--- src/rtl/reg_arb_pkg.sv ---
// Shared definitions for the two-requester register-interface arbiter.
//   NUM_REQ     : number of requesters sharing the register port
//   CNT_W       : width of the busy/timeout counter
//   arb_state_e : arbiter FSM state encoding
package reg_arb_pkg;

  localparam int unsigned NUM_REQ = 2;
  localparam int unsigned CNT_W   = 8;

  typedef enum logic [0:0] {
    StIdle,
    StAccess
  } arb_state_e;

endpackage

--- src/rtl/reg_arb_rr_pick.sv ---
// Round-robin winner selection between two requesters.
//   req_i   : request vector, one bit per requester
//   last_i  : index of the requester granted most recently
//   win_o   : index of the selected requester (valid only when valid_o)
//   valid_o : at least one request is present
module reg_arb_rr_pick
  import reg_arb_pkg::*;
(
  input  logic [NUM_REQ-1:0] req_i,
  input  logic               last_i,
  output logic               win_o,
  output logic               valid_o
);

  always_comb begin
    valid_o = |req_i;
    // On a tie the requester that did not win last time goes first;
    // otherwise the lone requester wins.
    if (req_i == 2'b11) begin
      win_o = ~last_i;
    end else begin
      win_o = req_i[1];
    end
  end

endmodule

--- src/rtl/reg_if_arbiter.sv ---
// Arbitrates two bus requesters onto a single register interface.
//   clk, rst_n          : clock and asynchronous active-low reset
//   req_dv/write/addr/wdata : per-requester transfer request and payload
//   req_hld/err/rdata   : per-requester wait, error and read data
//   reg_we/re/addr/wdata/be : register-side access strobes and payload
//   reg_rdata/error/busy: register-side response
//   timeout_pulse       : one-cycle pulse when an access is forced to end
module reg_if_arbiter
  import reg_arb_pkg::*;
#(
  parameter int unsigned DATA_WIDTH     = 32,
  parameter int unsigned ADDR_WIDTH     = 32,
  parameter int unsigned TIMEOUT_CYCLES = 255
) (
  input  logic                    clk,
  input  logic                    rst_n,
  input  logic [1:0]              req_dv,
  input  logic [1:0]              req_write,
  input  logic [2*ADDR_WIDTH-1:0] req_addr,
  input  logic [2*DATA_WIDTH-1:0] req_wdata,
  output logic [1:0]              req_hld,
  output logic [1:0]              req_err,
  output logic [2*DATA_WIDTH-1:0] req_rdata,
  output logic                    reg_we,
  output logic                    reg_re,
  output logic [ADDR_WIDTH-1:0]   reg_addr,
  output logic [DATA_WIDTH-1:0]   reg_wdata,
  output logic [DATA_WIDTH/8-1:0] reg_be,
  input  logic [DATA_WIDTH-1:0]   reg_rdata,
  input  logic                    reg_error,
  input  logic                    reg_busy,
  output logic                    timeout_pulse
);

  // Timeout fires on the busy cycle that brings the count to TIMEOUT_CYCLES.
  localparam logic [CNT_W-1:0] TmoLast = CNT_W'(TIMEOUT_CYCLES - 1);

  arb_state_e            state_q, state_d;
  logic                  grant_q, grant_d;
  logic                  write_q, write_d;
  logic [ADDR_WIDTH-1:0] addr_q, addr_d;
  logic [DATA_WIDTH-1:0] wdata_q, wdata_d;
  logic [CNT_W-1:0]      cnt_q, cnt_d;

  logic pick_win;
  logic pick_valid;
  logic timeout;
  logic complete;

  reg_arb_rr_pick u_rr_pick (
    .req_i   (req_dv),
    .last_i  (grant_q),
    .win_o   (pick_win),
    .valid_o (pick_valid)
  );

  assign reg_be = '1;

  always_comb begin
    state_d       = state_q;
    grant_d       = grant_q;
    write_d       = write_q;
    addr_d        = addr_q;
    wdata_d       = wdata_q;
    cnt_d         = cnt_q;
    reg_we        = 1'b0;
    reg_re        = 1'b0;
    reg_addr      = '0;
    reg_wdata     = '0;
    req_hld       = req_dv;
    req_err       = '0;
    req_rdata     = '0;
    timeout_pulse = 1'b0;
    timeout       = 1'b0;
    complete      = 1'b0;

    case (state_q)
      StIdle: begin
        if (pick_valid) begin
          state_d = StAccess;
          grant_d = pick_win;
          write_d = req_write[pick_win];
          addr_d  = req_addr[int'(pick_win)*ADDR_WIDTH +: ADDR_WIDTH];
          wdata_d = req_wdata[int'(pick_win)*DATA_WIDTH +: DATA_WIDTH];
          cnt_d   = '0;
        end
      end
      StAccess: begin
        reg_addr  = addr_q;
        reg_wdata = wdata_q;
        if (reg_busy) begin
          cnt_d   = cnt_q + 8'd1;
          timeout = (cnt_q == TmoLast);
        end
        complete      = ~reg_busy | timeout;
        reg_we        = write_q & ~timeout;
        reg_re        = ~write_q & ~timeout;
        timeout_pulse = timeout;
        if (complete) begin
          state_d          = StIdle;
          req_hld[grant_q] = 1'b0;
          // A requester that already dropped dv gets no result.
          if (req_dv[grant_q]) begin
            req_err[grant_q] = timeout | reg_error;
            req_rdata[int'(grant_q)*DATA_WIDTH +: DATA_WIDTH] = reg_rdata;
          end
        end
      end
      default: state_d = StIdle;
    endcase
  end

  always_ff @(posedge clk or negedge rst_n) begin
    if (!rst_n) begin
      state_q <= StIdle;
      grant_q <= 1'b1;
      write_q <= 1'b0;
      addr_q  <= '0;
      wdata_q <= '0;
      cnt_q   <= '0;
    end else begin
      state_q <= state_d;
      grant_q <= grant_d;
      write_q <= write_d;
      addr_q  <= addr_d;
      wdata_q <= wdata_d;
      cnt_q   <= cnt_d;
    end
  end

endmodule
--- config.mk ---
export PLATFORM = sky130hd
export DESIGN_NAME = reg_if_arbiter
export DESIGN_NICKNAME = d
export VERILOG_FILES = /design/src/rtl/reg_arb_pkg.sv /design/src/rtl/reg_arb_rr_pick.sv /design/src/rtl/reg_if_arbiter.sv
export SDC_FILE = /design/constraint.sdc
export NUM_CORES = 1
export LEC_CHECK = 0
export BUFFER_PORTS_ARGS = -buffer_cell sky130_fd_sc_hd__buf_2
export CORE_AREA = 3 3 118 120
export CTS_CLUSTER_SIZE = 8
export DETAILED_ROUTE_END_ITERATION = 12
export DIE_AREA = 0 0 121 123
export GPL_TIMING_DRIVEN = 0
export HOLD_SLACK_MARGIN = 0.15
export PLACE_DENSITY = 0.75
export SYNTH_ARGS = -nofsm -noshare
export SYNTH_HDL_FRONTEND = slang
export SYNTH_SLANG_ARGS = --single-unit
--- constraint.sdc ---
create_clock -name clk -period 2.65 [get_ports clk]
set_input_delay 0.265 -clock clk [delete_from_list [all_inputs] [get_ports clk]]
set_output_delay 0.265 -clock clk [all_outputs]
set_load 0.02 [all_outputs]
==> run metrics, run 1 <==
power density over the cells=849 mW/mm^2; CTS tree=built; post-route ant nets=0; worst-margin pin slew=0.662 ns; most used cell, CP=buf_2; count of pins over their slew limit=0; Worst Slack Setup Final=0.240 ns; total core area=0.0131 mm^2; peak supply drop=a little under 400 uV; worst-path maximum fanout=10; Post-Route Skew=approximately 0.01 ns; initial antenna violation count=0; I/O Pins=307; violation count after the first detailed-route iteration=147; Fin Setup TNS=0 ns; distinct cell type count after synthesis=37; Worst path depth=5; R2R Setup Slk=1.05 ns; Yosys warning total=0; Placed Area=0.00659 mm^2; Mapped Cells=538; status=complete, no violations; worst setup path end=req_rdata[9]; Main synth FF type=dfrtp_1; hold path cells=2; Inserted Clock Buffers=9; Buf+Inv Stages, Crit Path=3; RR Endpoint=addr_q[7]; Initial Util=36.8%; EDFF count, synth=0; Placement Setup Slack=about 0.54 ns; Seq/Total Area, Yosys=39.0%; drc violations=0; Min-Delay Path Class=in -> reg; non-filler cells, final=1036; period utilization=90.9%; first drt pass iteration count=4; Die X=121 um; gr usage total=21.4%; Mapped Avg Cell Area=8.96 um^2; switching share of power=39.7%; Setup crit start=state_q; R2R depth=5; clock-pin slew on the worst setup and hold paths=0.05 ns; Critical Path End Type=primary output; filler instances=1283; ant diodes=0; area of the mapped netlist=0.00482 mm^2; full die area=between 0.01 and 0.015 mm^2; most frequent cell after synthesis=nand2_1; global-route wire length before repair=24900 um; post-layout minimum cycle time=2.41 ns; combinational power share=44.6%; synth cell count leaders=104 x nand2_1, 74 x dfrtp_1, 68 x mux2i_1, 65 x and2_1, 65 x o21ai_1; Leak=3.64 nW; RSZ-0062 raised after global routing=false; final setup violation count=0; Slowest-stage cell, CP=clkbuf_1; GPL Wtd Cong=around 0.81; via/cell ratio=roughly 4.8; placed cells=1020; final instance area=0.00697 mm^2; fmax=0.415 GHz; depth of the CTS H-tree=3; per-cell routed wire length=16.0 um; Critical R2R Launch=grant_q; Core Rows=42; worst hold slack=0.189 ns; post-synthesis async set-or-reset flop share=100%; worst-skew pair later-pin latency=0.33 ns; Top delay family on crit path=buffers and inverters; # Max-Cap Violations=0; kind of critical path=reg -> out; # port buffers=302; Fin. Hold Viols=0; clock sinks=75; Core Util, Final=53.3%; Critical Path RT=2.38 ns; relative slew slack=55.9%; Post-DP HPWL=13300 um; Yosys top cell by area=dfrtp_1; Layout Nets=roughly 1.0k; Crit path largest cell delay=0.40 ns; Final Power=5.91 mW; Clock Power Share=between 20% and 30%; top post-synthesis cells by area=dfrtp_1 38%, mux2i_1 14%, and2_1 8.4%; share of the synthesized area in the top cell type=38.4%; grt total ovfl=0; layout cells sized above 1=45.1%; Root Driver=clkbuf_16; Seq cells post-synth=75; total number of vias=5021; final WL=16600 um; P&R area growth vs syn=44.5%; largest net degree at the start of global routing=44; clock buffer depth=2; Int Power=3.57 mW; vias in the first global route=4896; cts repair resizes=0; Startpoint Class=flip-flop; Flop pwr share=30.1%; P_sw=2.35 mW; Worst EP arrival=2.15 ns; worst path cell trace=buf_2 -> clkbuf_1 -> nand2_1 -> nor3_1 -> buf_2; Die Ht=123 um
cell usage in the layout (no fill, tap or decap), types with 6 or more instances in the layout:
| cell type | count |
|---|---|
| nand3_1 | 8 |
| buf_2 | 310 |
| nand2_1 | 104 |
| dfrtp_1 | 74 |
| mux2i_1 | 68 |
| nor3_1 | 28 |
| and2_1 | 65 |
| clkbuf_1 | 25 |
| nor3_2 | 39 |
| o21ai_1 | 65 |
| clkbuf_16 | 9 |
| buf_6 | 6 |
| buf_4 | 8 |
routing by layer:
| metal | vias to the layer above | part of all wire [%] | track usage [%] |
|---|---|---|---|
| li1 | 2453 | - | - |
| met1 | 2321 | 38 | 23.9 |
| met5 | - | 0 | 0 |
| met4 | 0 | 2.6 | 8.71 |
| met2 | 219 | 52 | 39.7 |
| met3 | 28 | 7.4 | 4.57 |
power groups by stage:
stage	logic [mW]	registers, mW	clock network, mW
2_1_floorplan	1.78	1.74	0
3_3_place_gp	2.63	1.78	0
3_5_place_dp	2.67	1.80	0
4_1_cts	2.68	1.78	1.53
5_1_grt	2.90	1.85	1.57
6_report	2.64	1.78	1.50
worst reg2reg max path, delay by kind of cell, from the launching register on:
family	cells	cell delay (ns)
buf+inv	2	0.46
flops	1	0.39
mux	1	0.31
compound gates	2	0.30
layout make-up:
cell class	instances	area (um^2)	share of cell area [%]
sequential	75	1880	27.0
tap	176	220	3.16
clock buffer	10	239	3.43
inverter	3	11.3	0.162
timing repair buffer	304	1550	22.3
clock inverter	5	125	1.80
multi-input combinational	411	2610	37.4
buffer	52	334	4.79
worst min path at each step:
stage | startpoint | end | slack, ns
2_1_floorplan | rst_n | addr_q[0] | -0.03
3_3_place_gp | cnt_q[7] | cnt_q[7] | 0.46
3_5_place_dp | rst_n | wdata_q[15] | 0.25
4_1_cts | req_dv[0] | grant_q | 0.17
5_1_grt | req_dv[0] | grant_q | 0.18
6_report | req_dv[0] | grant_q | 0.19
logic make-up (layout without fill, tap and decap cells):
group,count (synthesis),after routing,share of synthesized area (%)
and+or+nand+nor,255,255,29.9
AOI/OAI and AO/OA,81,81,9.06
DFF,75,75,39.0
muxes,69,69,14.4
buffers and inverters,55,374,7.16
adders and majority gates,2,2,0.519
other,1,4,0.0778
flip-flops by register name, indices dropped and copies added (netlist names):
register and cells:
write_q 1, addr_q 32, wdata_q 32, cnt_q 8, state_q 1, grant_q 1
timing repair:
action | CTS | global route
endpoints found under the hold margin | 32 | 0
setup buffers | 0 | 0
endpoints found under the setup margin | 0 | 0
hold buffers | 1 | 0
(Power assumes the default switching activity.)
==> run 2: changes to the inputs <==
- ABC_AREA: default -> 0
- BUFFER_PORTS_ARGS: -buffer_cell sky130_fd_sc_hd__buf_2 -> default
- CORE_AREA: 3 3 118 120 -> 3 3 117 119
- DIE_AREA: 0 0 121 123 -> 0 0 120 122
- DONT_BUFFER_PORTS: default -> 1
- PLACE_DENSITY: 0.75 -> 0.57
- clock period: 2.65 -> 2.1 ns (I/O delays scaled with it)
==> run metrics, run 2 (synthesis results as in run 1) <==
power density over the cells=between 1000 and 1500 mW/mm^2; status=finished with violations; RR Endpoint=wdata_q[19]; RSZ-0062 raised after global routing=true; Critical Path RT=1.89 ns; via/cell ratio=about 5.4; Crit path largest cell delay=between 0.3 and 0.4 ns; clock-pin slew on the worst setup and hold paths=0.06 ns; largest net degree at the start of global routing=76; Critical Path End Type=primary output; placed cells=713; peak supply drop=714 uV; first drt pass iteration count=4; relative slew slack=approximately 64%; Min-Delay Path Class=in -> reg; GR met3 Demand/Resource=~6.8%; worst setup path end=req_rdata[44]; Inserted Clock Buffers=9; Fin Setup TNS=-0.0343 ns; layout cells sized above 1=19.3%; fmax=0.469 GHz; Critical R2R Launch=grant_q; gr usage total=about a quarter; R2R depth=6; clock buffer depth=2; P&R area growth vs syn=54.9%; Seq. cell area=0.00188 mm^2; Die X=120 um; worst-skew pair later-pin latency=0.33 ns; full die area=0.0146 mm^2; met1 Use GR=approximately a quarter; Root Driver=clkbuf_16; Worst EP arrival=1.92 ns; non-filler cells, final=roughly 870; kind of critical path=reg -> out; Fin. Hold Viols=0; Leak=3.24 nW; Core Rows=41; Die Ht=about 120 um; drc violations=0; final instance area=0.00747 mm^2; violation count after the first detailed-route iteration=206; Post-DP HPWL=12200 um; # port buffers=0; post-route ant nets=0; Worst Slack Setup Final=-0.0343 ns; period utilization=102%; failing checks=setup timing; total number of vias=between 4k and 5k; met2 Track Usage GR=between 40% and 50%; most frequent cells in the layout=134 x dlygate4sd3_1, 103 x nand2_1, 74 x dfrtp_1; Setup crit start=cnt_q[0]; final setup violation count=1; R2R Setup Slk=0.09 ns; commonest non-fill, non-tap cell in the layout=dlygate4sd3_1; GR peak layer=met2; global-route wire length before repair=~28000 um; CTS tree=built; initial antenna violation count=2; biggest registers after layout=addr_q x32, wdata_q x32, cnt_q x8; final WL=18800 um; Layout Nets=865; worst hold slack=0.228 ns; Startpoint Class=flip-flop; count of pins over their slew limit=0; Slowest-stage cell, CP=dfrtp_1; filler instances=1025; Final Power=between 7 and 8 mW; post-layout minimum cycle time=approximately 2.1 ns; vias in the first global route=5076; Placed Area=0.00505 mm^2; Post-Route Skew=0.00679 ns; per-cell routed wire length=21.5 um; worst-margin pin slew=0.547 ns; total core area=0.0127 mm^2; GPL Wtd Cong=about 0.75; grt total ovfl=0; worst-path maximum fanout=6; Initial Util=approximately two fifths; I/O Pins=307; # Max-Cap Violations=0; clock sinks=75; Multi-input gate area=0.00314 mm^2; depth of the CTS H-tree=3; worst path cell trace=inv_1 -> ha_1 -> and4_4 -> a21boi_4 -> buf_8 -> buf_12 -> nor3_4
[run 2: cell count changes in the layout (fill, tap and decap cells not counted), sizes merged]
cell         before  now
diode             0    2
dlygate4sd3       1  134
buf             330   37
bufinv            4    2
inv               3    5
[run 2: power by group]
group,internal [mW],switching [mW],total (mW)
clock,1.11,0.610,1.72
combinational,1.25,2.34,3.59
sequential,1.98,0.291,2.27
total,4.34,3.24,7.59
[run 2: how the worst min path moves through the flow]
stage | cells past startpoint | slack [ns] | from | end
2_1_floorplan | 0 | -0.09 | rst_n | addr_q[0]
3_3_place_gp | 0 | -0.08 | rst_n | wdata_q[1]
3_5_place_dp | 0 | -0.08 | rst_n | wdata_q[2]
4_1_cts | 3 | 0.22 | reg_busy | cnt_q[3]
5_1_grt | 3 | 0.26 | reg_busy | cnt_q[3]
6_report | 3 | 0.23 | reg_busy | cnt_q[3]
[run 2: worst max-delay path, delay by kind of cell, from the launching register on]
family | cells | cell delay [ns]
flip-flops | 1 | 0.37
adder cells (fa/ha/maj) | 1 | 0.14
AND/OR/NAND/NOR | 2 | 0.63
AO/OA/AOI/OAI | 1 | 0.08
buffers and inverters | 3 | 0.38
[run 2: cell type report]
type                            count  share of cell area (%)
Timing Repair Buffer              144                    19.4
Clock inverter                      5                    1.11
Sequential cell                    75                    25.2
Clock buffer                       11                    3.39
Inverter                            3                   0.151
Antenna cell                        2                  0.0670
Multi-Input combinational cell    411                    42.1
Buffer                             51                    5.70
Tap cell                          172                    2.88
[run 2: stage by stage]
stage               util, %  setup WS [ns]
finish                 58.9        -0.0343
global route           58.9         -0.103
CTS                    57.6        -0.0215
detailed placement     39.8         -0.140
global placement       39.8         -0.147
floorplan                 -          0.228
[run 2: timing repair]
| action | 4_1_cts | 5_1_grt |
|---|---|---|
| gates cloned | 1 | 1 |
| buffers inserted | 3 | 4 |
| hold buffers | 135 | 0 |
| endpoints found under the hold margin | 143 | 0 |
| gates resized for setup | 103 | 23 |
| endpoints found under the setup margin | 69 | 104 |
| pin swaps | 23 | 25 |
[run 2: routing by layer]
metal | share of wire [%] | wire (um)
met5 | 0 | 0
met3 | 7.6 | 1430
met2 | 55 | 10300
met4 | 3.5 | 661
met1 | 34 | 6340
==> run 3: changes to the inputs <==
- CAP_MARGIN: default -> 20
- MAX_ROUTING_LAYER: default -> met4
==> run metrics, run 3 (synthesis results as in run 1) <==
Die Ht=122 um; Startpoint Class=flip-flop; Multi-input gate area=roughly 0.0031 mm^2; vias in the first global route=~5.1k; drc violations=0; Initial Util=38.0%; peak supply drop=715 uV; violation count after the first detailed-route iteration=216; grt total ovfl=0; clock buffer depth=2; Clock Power Share=22.6%; filler instances=around 1.0k; post-route ant nets=0; final setup violation count=1; Seq. cell area=roughly 0.0019 mm^2; GPL Wtd Cong=0.764; gr usage total=25.5%; worst-margin pin slew=0.547 ns; first drt pass iteration count=5; most frequent cells in the layout=134 x dlygate4sd3_1, 103 x nand2_1, 74 x dfrtp_1; per-cell routed wire length=about 22 um; Flop pwr share=about 30%; initial antenna violation count=2; Placed Area=just over 0.005 mm^2; P_sw=~3.3 mW; Post-Route Skew=between 0.005 and 0.006 ns; worst-skew pair later-pin latency=0.33 ns; biggest registers after layout=addr_q x32, wdata_q x32, cnt_q x8; via/cell ratio=5.47; Inserted Clock Buffers=9; failing checks=setup timing; I/O Pins=307; final instance area=0.00747 mm^2; layout cells sized above 1=between 10% and 20%; Critical Path End Type=primary output; worst-path maximum fanout=6; # port buffers=0; P&R area growth vs syn=54.9%; worst hold slack=0.232 ns; full die area=between 0.01 and 0.015 mm^2; Fin. Hold Viols=0; power density over the cells=1020 mW/mm^2; switching share of power=42.8%; RSZ-0062 raised after global routing=true; global-route wire length before repair=about 28000 um; largest net degree at the start of global routing=76; commonest non-fill, non-tap cell in the layout=dlygate4sd3_1; Layout Nets=around 870; CTS tree=built; clock-pin slew on the worst setup and hold paths=0.06 ns; Worst Slack Setup Final=-0.0364 ns; Critical Path RT=1.89 ns; Fin Setup TNS=-0.0364 ns; Root Driver=clkbuf_16; clock sinks=75; Worst EP arrival=1.93 ns; Core Rows=41; period utilization=102%; status=finished with violations; Post-DP HPWL=12200 um; combinational power share=47.5%; count of pins over their slew limit=0; total core area=approximately 0.013 mm^2; Die X=120 um; relative slew slack=63.6%; fmax=0.468 GHz; kind of critical path=reg -> out; depth of the CTS H-tree=3; Min-Delay Path Class=in -> reg; post-layout minimum cycle time=approximately 2.1 ns; Int Power=about 4.3 mW; Leak=3.24 nW; final WL=18900 um; total number of vias=4784; # Max-Cap Violations=0; Final Power=about 7.6 mW
==> run 3: cell counts in the layout (fill, tap and decap cells not counted) <==
No cell type changed its count.
==> run 3: final timing paths <==
path	startpoint	endpoint	slack (ns)	depth (start not counted)
hold / removal	reg_busy	cnt_q[3]	0.23	3
max in group asynchronous	rst_n	grant_q	1.33	2
min in group asynchronous	rst_n	wdata_q[2]	0.43	2
hold reg to reg	wdata_q[29]	wdata_q[29]	0.48	2
setup / recovery	cnt_q[0]	req_rdata[44]	-0.04	7
setup reg to reg	grant_q	wdata_q[19]	0.08	6
==> run 3: repair_timing <==
item	CTS	global route
pin swaps	23	25
cloned	1	1
endpoints found under the setup margin	69	105
hold endpoints to repair	143	0
gates resized for setup	103	23
hold buffers	135	0
setup buffers	3	4
==> run 3: power groups by stage <==
stage	logic (mW)	clock network (mW)	registers (mW)
finish	3.60	1.72	2.27
detailed placement	2.74	0	2.29
global placement	2.69	0	2.26
CTS	3.45	1.75	2.25
global route	3.86	1.83	2.32
floorplan	2.24	0	2.19
==> run 3: layer usage <==
layer / share of wire (%) / GRT usage [%] / up-vias / wire (um)
li1: - / - / 2148 / -
met1: 35 / 25.9 / 2332 / 6630
met2: 54 / 46.2 / 255 / 10200
met3: 6.9 / 5.57 / 49 / 1310
met4: 4.1 / 13.1 / 0 / 765
met5: 0 / - / - / 0
==> run 3: stage by stage <==
| step | worst slack (ns) | utilization [%] | std cells |
|---|---|---|---|
| after global routing | -0.104 | 58.9 | 874 |
| after CTS | -0.0215 | 57.6 | 868 |
| after floorplan | 0.228 | - | 541 |
| final | -0.0364 | 58.9 | 874 |
| after global placement | -0.147 | 39.8 | 713 |
| after detailed placement | -0.140 | 39.8 | 713 |
==> run 3: final cells by class <==
type                            count  area share, %
Timing Repair Buffer              144           19.4
Clock inverter                      5           1.11
Tap cell                          172           2.88
Buffer                             51           5.70
Inverter                            3          0.151
Sequential cell                    75           25.2
Clock buffer                       11           3.39
Antenna cell                        2         0.0670
Multi-Input combinational cell    411           42.1
==> run 3: critical path: stages, from the launching register on <==
cell and delay, ns:
dfrtp_1 0.37, inv_1 0.06, ha_1 0.14, and4_4 0.26
a21boi_4 0.08, buf_8 0.17, buf_12 0.15, nor3_4 0.37
